File: src/rtl/fp_div_arbiter.sv
// fp_div_arbiter
// Shares one combinational FP divider among NUM_REQ requesters. A round-robin
// arbiter accepts one request and registers its operands onto div_a/div_b. It
// holds them for DIV_LATENCY cycles so the divider path can settle, then
// captures the quotient. The quotient goes back to the owning requester over a
// valid/ready handshake.
//
// Ports
//   clk, rst            clock (rising edge), asynchronous active-high reset
//   req_valid/req_ready per-requester request handshake (ready is one-hot or 0)
//   req_a/req_b         packed operands, requester i on bits [32*i+31:32*i]
//   rsp_valid/rsp_ready per-requester response handshake (valid is one-hot)
//   rsp_result, rsp_dz  registered quotient and divisor-is-zero flag
//   div_a/div_b         registered operands to the divider
//   div_result          divider output, combinational from div_a/div_b
//   busy                high whenever the controller is not idle
//
// state  | meaning
// S_IDLE | waiting for a request, arbiter grant visible on req_ready
// S_BUSY | operands held on the divider, cnt counting down the settle time
// S_RESP | quotient captured, rsp_valid held until the owner takes it
module fp_div_arbiter #(
   parameter int NUM_REQ     = 4,
   parameter int DIV_LATENCY = 2
) (
   input  logic                   clk,
   input  logic                   rst,
   input  logic [NUM_REQ-1:0]     req_valid,
   output logic [NUM_REQ-1:0]     req_ready,
   input  logic [NUM_REQ*32-1:0]  req_a,
   input  logic [NUM_REQ*32-1:0]  req_b,
   output logic [NUM_REQ-1:0]     rsp_valid,
   input  logic [NUM_REQ-1:0]     rsp_ready,
   output logic [31:0]            rsp_result,
   output logic                   rsp_dz,
   output logic [31:0]            div_a,
   output logic [31:0]            div_b,
   input  logic [31:0]            div_result,
   output logic                   busy
);

   localparam int PW = (NUM_REQ > 1) ? $clog2(NUM_REQ) : 1;
   localparam int CW = (DIV_LATENCY > 1) ? $clog2(DIV_LATENCY) : 1;
   localparam logic [CW-1:0] CNT_INIT = CW'(DIV_LATENCY - 1);
   localparam logic [NUM_REQ-1:0] ONE = {{(NUM_REQ-1){1'b0}}, 1'b1};

   typedef enum logic [1:0] {
      S_IDLE = 2'd0,
      S_BUSY = 2'd1,
      S_RESP = 2'd2
   } state_t;

   state_t          state_q, state_d;
   logic [PW-1:0]   rr_ptr_q, rr_ptr_d;
   logic [PW-1:0]   owner_q, owner_d;
   logic [CW-1:0]   cnt_q, cnt_d;
   logic [31:0]     div_a_q, div_a_d;
   logic [31:0]     div_b_q, div_b_d;
   logic [31:0]     rsp_result_q, rsp_result_d;
   logic            rsp_dz_q, rsp_dz_d;

   logic [31:0]     a_arr [NUM_REQ];
   logic [31:0]     b_arr [NUM_REQ];
   logic            grant_found;
   logic [PW-1:0]   grant_idx;
   logic [PW-1:0]   cand;
   logic [PW-1:0]   ptr_next;

   always_comb begin
      for (int i = 0; i < NUM_REQ; i++) begin
         a_arr[i] = req_a[32*i +: 32];
         b_arr[i] = req_b[32*i +: 32];
      end
   end

   // Round-robin search: first valid requester at or after rr_ptr, wrapping.
   always_comb begin
      grant_found = 1'b0;
      grant_idx   = '0;
      cand        = '0;
      for (int k = 0; k < NUM_REQ; k++) begin
         cand = PW'((int'(rr_ptr_q) + k) % NUM_REQ);
         if (!grant_found && req_valid[cand]) begin
            grant_found = 1'b1;
            grant_idx   = cand;
         end
      end
   end

   assign ptr_next = (grant_idx == PW'(NUM_REQ - 1)) ? '0 : grant_idx + 1'b1;

   always_comb begin
      state_d      = state_q;
      rr_ptr_d     = rr_ptr_q;
      owner_d      = owner_q;
      cnt_d        = cnt_q;
      div_a_d      = div_a_q;
      div_b_d      = div_b_q;
      rsp_result_d = rsp_result_q;
      rsp_dz_d     = rsp_dz_q;
      case (state_q)
         S_IDLE: begin
            // grant_found implies req_ready[grant_idx] is high, so this is the handshake.
            if (grant_found) begin
               div_a_d  = a_arr[grant_idx];
               div_b_d  = b_arr[grant_idx];
               owner_d  = grant_idx;
               rr_ptr_d = ptr_next;
               cnt_d    = CNT_INIT;
               state_d  = S_BUSY;
            end
         end
         S_BUSY: begin
            if (cnt_q == '0) begin
               rsp_result_d = div_result;
               rsp_dz_d     = (div_b_q[30:0] == 31'd0);
               state_d      = S_RESP;
            end else begin
               cnt_d = cnt_q - 1'b1;
            end
         end
         S_RESP: begin
            if (rsp_ready[owner_q]) state_d = S_IDLE;
         end
         default: state_d = S_IDLE;
      endcase
   end

   always_ff @(posedge clk or posedge rst) begin
      if (rst) begin
         state_q      <= S_IDLE;
         rr_ptr_q     <= '0;
         owner_q      <= '0;
         cnt_q        <= '0;
         div_a_q      <= '0;
         div_b_q      <= '0;
         rsp_result_q <= '0;
         rsp_dz_q     <= 1'b0;
      end else begin
         state_q      <= state_d;
         rr_ptr_q     <= rr_ptr_d;
         owner_q      <= owner_d;
         cnt_q        <= cnt_d;
         div_a_q      <= div_a_d;
         div_b_q      <= div_b_d;
         rsp_result_q <= rsp_result_d;
         rsp_dz_q     <= rsp_dz_d;
      end
   end

   // req_ready is combinational; gating with rst keeps it low while reset is held.
   assign req_ready  = (!rst && state_q == S_IDLE && grant_found) ? (ONE << grant_idx) : '0;
   assign rsp_valid  = (state_q == S_RESP) ? (ONE << owner_q) : '0;
   assign busy       = (state_q != S_IDLE);
   assign rsp_result = rsp_result_q;
   assign rsp_dz     = rsp_dz_q;
   assign div_a      = div_a_q;
   assign div_b      = div_b_q;

endmodule

File: config.mk
export PLATFORM = sky130hd
export DESIGN_NAME = fp_div_arbiter
export DESIGN_NICKNAME = d
export VERILOG_FILES = /design/src/rtl/fp_div_arbiter.sv
export SDC_FILE = /design/constraint.sdc
export NUM_CORES = 1
export LEC_CHECK = 0
export CORE_AREA = 4 4 154 156
export DETAILED_ROUTE_END_ITERATION = 8
export DIE_AREA = 0 0 158 160
export GPL_ROUTABILITY_DRIVEN = 0
export MAX_ROUTING_LAYER = met4
export PLACE_DENSITY = 0.62
export SLEW_MARGIN = 20
export SYNTH_ARGS = -nofsm -noshare
export SYNTH_HDL_FRONTEND = slang
export SYNTH_SLANG_ARGS = --single-unit
File: constraint.sdc
create_clock -name clk -period 6 [get_ports clk]
set_input_delay 1.8 -clock clk [delete_from_list [all_inputs] [get_ports clk]]
set_output_delay 1.8 -clock clk [all_outputs]
set_load 0.05 [all_outputs]
==> results.cfg, run 1 <==
[power_and_ir_drop]
powerDensity_nw_per_um2 = 531
vdd_drop_max_mv = 0.320
leakagePower_uw = 0.00411

[yosys]
synth.distinct_cells = 38
ys_seq_elements = 104
yosys-top-cells-area = dfrtp_1 44%, mux2i_1 11%, a32oi_1 9.6%
yosysTopAreaCell = dfrtp_1
synth-seq-area-share = 0.444
synth.avg_cell_area_sq_um = 10.4
syn-instance-count = 564
synth-main-ff-cell = dfrtp_1
synth_top_area_share = 0.444
yosysWarnings = 0
synthArstFlopShare = 1.00
yosys-top-cells-count = 133 x nand2_1, 104 x dfrtp_1, 65 x mux2i_1, 65 x o21a_1, 64 x a32oi_1
synth-edff-count = 0
netlist_area_sq_um = 5860
syn_nets = 863
yosysMostFrequentCell = nand2_1

[cells_and_area]
final_area_sq_um = 10400
instances_no_fill = 1233
ff_latch_area_sq_um = 2600
drive_gt1_frac = 0.0759
syn_to_final_growth_pct = 77.1
fillers = 2174
num_antenna_cells = 0
multi_input_area_sq_um = 2940
nets = 1242

[timing]
setup_viol = 0
worst_pin_slew_ns = 0.958
max_clock_freq_mhz = 187
fin_crit_ns = 5.36
slew_headroom = 0.361
grt_setup_unrepaired = no
finalHoldViolations = 0
fin_crit_sh = 0.893
skew_ns = 0.0108
maxSlewViolCount = 0
setup-tns-final_ns = 0

[global_routing]
antenna_found_initial = 0
overflow = 0
grt_max_degree = 71
grt_pass1_wl_mm = 34.0
grt_pass1_vias = 6041
grt_use_total = 0.178

[flow_run]
drv_cap = 0

[setup_path]
startpoint_type = input port
worstSetupPathType = input port to output pin
crit_required_ns = 4.20
crit_family = simple AND/OR/NAND/NOR gates
crit_slowest_cell = clkdlybuf4s50_1
cp_cell_sequence = clkdlybuf4s50_1, nor4_2, or2_1, nor4_1, buf_12
crit_fanout = 8
crit_buf_inv = 2
slowest_delay_ns = 0.60
cp_data_arrival_time_ns = 3.56
worst_setup_path_end_kind = output pin

[routing]
post_drt_wl_per_cell_microns = 18.9
drc = 0
drt-total-wl_mm = 23.3
detail_route.iter0.violations = 202
vias = 5850
vias_per_cell = 4.74
drtPass1Iterations = 4
ant_nets = 0

[floorplanning]
fp.dieArea_sq_um = 25300
io_pins = 404
row_count = 55
die_y_microns = 160
core_area_sq_um = 22400
die_x_microns = 158
initial_core_util = 0.262

[clock_tree]
root_buffer = clkbuf_16
worstSkewPairLatency_ns = 0.35
cts_hold_buf = 0
htreeDepth = 3
ctsResizeCount = 0
cts_buffers = 9
clkSlewWorstSetupHoldPaths_ns = 0.07
cts.path.max_buffers = 2
cts_tree = done
cts_setup_buffers = 0
cts_sinks = 104

[place]
hpwl_mm = 17.9
place_inst = 1217
dpl_cell_area_sq_um = 10100
portBuffers = 403

[worst_hold_path]
hp-class = flop to flop

[outcome]
status = finished clean
kinds of logic after synthesis:
| kind of cell | count (synthesis) | synth area share |
|---|---|---|
| fa+ha+maj | 1 | 0.00214 |
| mux | 99 | 0.178 |
| compound gates | 143 | 0.200 |
| flops | 104 | 0.444 |
| simple gates | 168 | 0.120 |
| buf+inv | 49 | 0.0551 |
metrics by stage:
stage | hold WS [ns] | total power (uW) | setup slack (ns) | util
after floorplan | 0.464 | 3740 | 0.153 | -
after global placement | 0.472 | 4980 | 0.644 | 0.451
after detailed placement | 0.479 | 4990 | 0.636 | 0.451
final | 0.491 | 5510 | 0.642 | 0.464
after global routing | 0.509 | 5840 | 0.558 | 0.464
after CTS | 0.496 | 5600 | 0.634 | 0.464
final cells by class:
| type | instances | share of cell area |
|---|---|---|
| tap | 285 | 0.0344 |
| clock inverter | 7 | 0.00639 |
| timing repair buffer | 413 | 0.401 |
| clock buffer | 9 | 0.0217 |
| inverter | 4 | 0.00181 |
| multi-input combinational | 411 | 0.284 |
| sequential | 104 | 0.251 |
layout by cell type, fill, tap and decap left out, drive strengths merged, types with 4 or more instances in the layout:
master and count:
a21oi 4, a32oi 64, buf 14, clkbuf 9, clkdlybuf4s50 399, clkinv 4
dfrtp 104, inv 5, mux2 33, mux2i 65, nand2 133, nor2 10
nor4 9, o21a 65
metal layers:
layer,vias to the layer above,GRT usage,routed length [microns]
li1,2844,-,-
met1,2741,0.207,9380
met2,243,0.305,11500
met3,22,0.0453,2020
met4,0,0.0461,391
met5,-,-,0
registers in the layout (all words and copies together) (netlist names):
name / count
cnt_q: 1
rsp_result: 32
rsp_dz: 1
state_q: 2
div_a: 32
owner_q: 2
rr_ptr_q: 2
div_b: 32
power by group:
group | leakage [uW] | internal (uW) | total [uW] | switching, uW
Clock | 0.000141 | 291 | 578 | 288
Combinational | 0.00279 | 1390 | 3620 | 2230
Sequential | 0.00118 | 1060 | 1310 | 249
final timing paths:
path | start | end | slack, ns | depth (start not counted)
max in group asynchronous | rst | div_a[29] | 3.29 | 3
worst max-delay path | req_valid[3] | req_ready[3] | 0.64 | 5
worst min register to register | div_a[23] | div_a[23] | 0.49 | 1
min in group asynchronous | rst | rr_ptr_q[0] | 1.99 | 3
worst max register to register | state_q[0] | div_a[31] | 3.34 | 6
worst min-delay path | div_a[23] | div_a[23] | 0.49 | 1
No activity file was read; power rests on OpenSTA's default activity.
==> run 2: changes to the inputs <==
--- a/config.mk
+++ b/config.mk
@@ -11,7 +11,6 @@
 export GPL_ROUTABILITY_DRIVEN = 0
 export MAX_ROUTING_LAYER = met4
 export PLACE_DENSITY = 0.62
-export SLEW_MARGIN = 20
 export SYNTH_ARGS = -nofsm -noshare
 export SYNTH_HDL_FRONTEND = slang
 export SYNTH_SLANG_ARGS = --single-unit
==> results of run 2 <==
The final DEF is identical to that of run 1; final timing and power are the same.
==> run 3: changes to the inputs <==
==> config.mk (replaced) <==
export PLATFORM = sky130hd
export DESIGN_NAME = fp_div_arbiter
export DESIGN_NICKNAME = d
export VERILOG_FILES = /design/src/rtl/fp_div_arbiter.sv
export SDC_FILE = /design/constraint.sdc
export NUM_CORES = 1
export LEC_CHECK = 0
export CORE_AREA = 4 4 155 157
export DETAILED_ROUTE_END_ITERATION = 8
export DIE_AREA = 0 0 159 161
export GPL_ROUTABILITY_DRIVEN = 0
export MAX_ROUTING_LAYER = met4
export PLACE_DENSITY = 0.59
export SYNTH_ARGS = -nofsm -noshare
export SYNTH_HDL_FRONTEND = slang
export SYNTH_SLANG_ARGS = --single-unit
==> constraint.sdc (replaced) <==
create_clock -name clk -period 5.7 [get_ports clk]
set_input_delay 1.71 -clock clk [delete_from_list [all_inputs] [get_ports clk]]
set_output_delay 1.71 -clock clk [all_outputs]
set_load 0.05 [all_outputs]
==> run 3 against run 2 <==
Effect of this change:
- count of clock-buffer cells in the layout did not move
- highest routed layer unchanged
- routed wire length rose by 6.0%
- die area rose by 1.3%
==> results.cfg, run 3 (synthesis results as in run 1) <==
[place]
hpwl_mm = 18.8
dp_slack_ns = 0.512
portBuffers = 403
dpl_cell_area_sq_um = 10100

[clock_tree]
cts.path.max_buffers = 2
cts_tree = done
root_buffer = clkbuf_16
cts_buffers = 9
cts_setup_buffers = 0
clkSlewWorstSetupHoldPaths_ns = 0.07
cts_hold_buf = 0
ctsResizeCount = 0
htreeDepth = 3
worstSkewPairLatency_ns = 0.35
cts_sinks = 104

[worst_hold_path]
hp-class = flop to flop

[floorplanning]
die_y_microns = 161
io_pins = 404
initial_core_util = 0.260
core_area_sq_um = 22500
die_x_microns = 159
fp.dieArea_sq_um = 25600
row_count = 55

[setup_path]
crit_required_ns = 3.99
r2r-start = rr_ptr_q[1]
cp_data_arrival_time_ns = 3.49
worstSetupPathType = input port to output pin
crit_path_end = req_ready[3]
r2r_slack_ns = 2.85
startpoint_type = input port
worst_setup_path_end_kind = output pin
ff2ff_path_depth = 7
startpoint = req_valid[2]
reg2reg_to = div_a[18]
crit_fanout = 5

[cells_and_area]
final_util = 0.463
syn_to_final_growth_pct = 77.7
final_area_sq_um = 10400
final_common_cell = clkdlybuf4s50_1
multi_input_area_sq_um = 2940
nets = 1246
ff_latch_area_sq_um = 2600
fillers = 2190
final_cell_mix = 399 x clkdlybuf4s50_1, 133 x nand2_1, 104 x dfrtp_1
drive_gt1_frac = 0.0798

[timing]
setup-tns-final_ns = 0
setup_ws_ns = 0.498
slew_headroom = 0.453
setup_viol = 0
finalHoldViolations = 0
max_clock_freq_mhz = 192
grt_setup_unrepaired = no
worst_pin_slew_ns = 0.821
skew_ns = 0.0131
fin_crit_sh = 0.913
maxSlewViolCount = 0
fin_crit_ns = 5.20

[global_routing]
grt_pass1_wl_mm = 37.7
grt_max_degree = 65
overflow = 0
grt_use_total = 0.192
antenna_found_initial = 2
grt_pass1_vias = 6407

[power_and_ir_drop]
leakagePower_uw = 0.00413
powerDensity_nw_per_um2 = 562
vdd_drop_max_mv = 0.349
power_uw = 5850

[routing]
drt-total-wl_mm = 24.6
vias_per_cell = 4.80
post_drt_wl_per_cell_microns = 19.9
ant_nets = 0
drtPass1Iterations = 4
detail_route.iter0.violations = 305
drc = 0
vias = 5950

[outcome]
status = finished clean

[flow_run]
drv_cap = 0
-- run 3: area by class of cell --
cell class / count / share of cell area
timing repair buffer: 417 / 0.403
multi-input combinational: 411 / 0.283
sequential: 104 / 0.250
tap: 285 / 0.0343
clock buffer: 9 / 0.0216
clock inverter: 7 / 0.00637
inverter: 4 / 0.00180
antenna: 2 / 0.000481
-- run 3: per-layer routing --
layer,track usage,up-vias,routed length [microns]
met2,0.331,259,12400
li1,-,2852,-
met1,0.223,2814,9980
met5,-,-,0
met3,0.0538,25,1860
met4,0.0481,0,375
-- run 3: critical path, stage by stage --
cell             delay, ns
clkdlybuf4s50_1       0.58
nor2b_1               0.19
a221o_1               0.26
nand2_1               0.14
nor4_1                0.40
buf_12                0.21
-- run 3: per-stage QoR --
step | hold slack, ns | instances
3_3_place_gp | 0.473 | 1221
5_1_grt | 0.505 | 1239
4_1_cts | 0.496 | 1237
6_report | 0.490 | 1239
3_5_place_dp | 0.479 | 1221
2_1_floorplan | 0.464 | 564
-- run 3: power by group --
group | total [uW] | internal [uW] | leakage (uW) | switching (uW)
clock | 616 | 306 | 0.000141 | 310
combinational | 3860 | 1480 | 0.00281 | 2380
sequential | 1380 | 1120 | 0.00118 | 259
-- run 3: how the worst min path moves through the flow --
stage | from | end | slack, ns | cells after the start
after global routing | div_a[31] | div_a[31] | 0.50 | 1
after global placement | div_a[11] | div_a[11] | 0.47 | 1
after CTS | div_a[16] | div_a[16] | 0.50 | 1
after floorplan | state_q[1] | state_q[0] | 0.46 | 1
after detailed placement | div_a[29] | div_a[29] | 0.48 | 1
final | div_a[16] | div_a[16] | 0.49 | 1
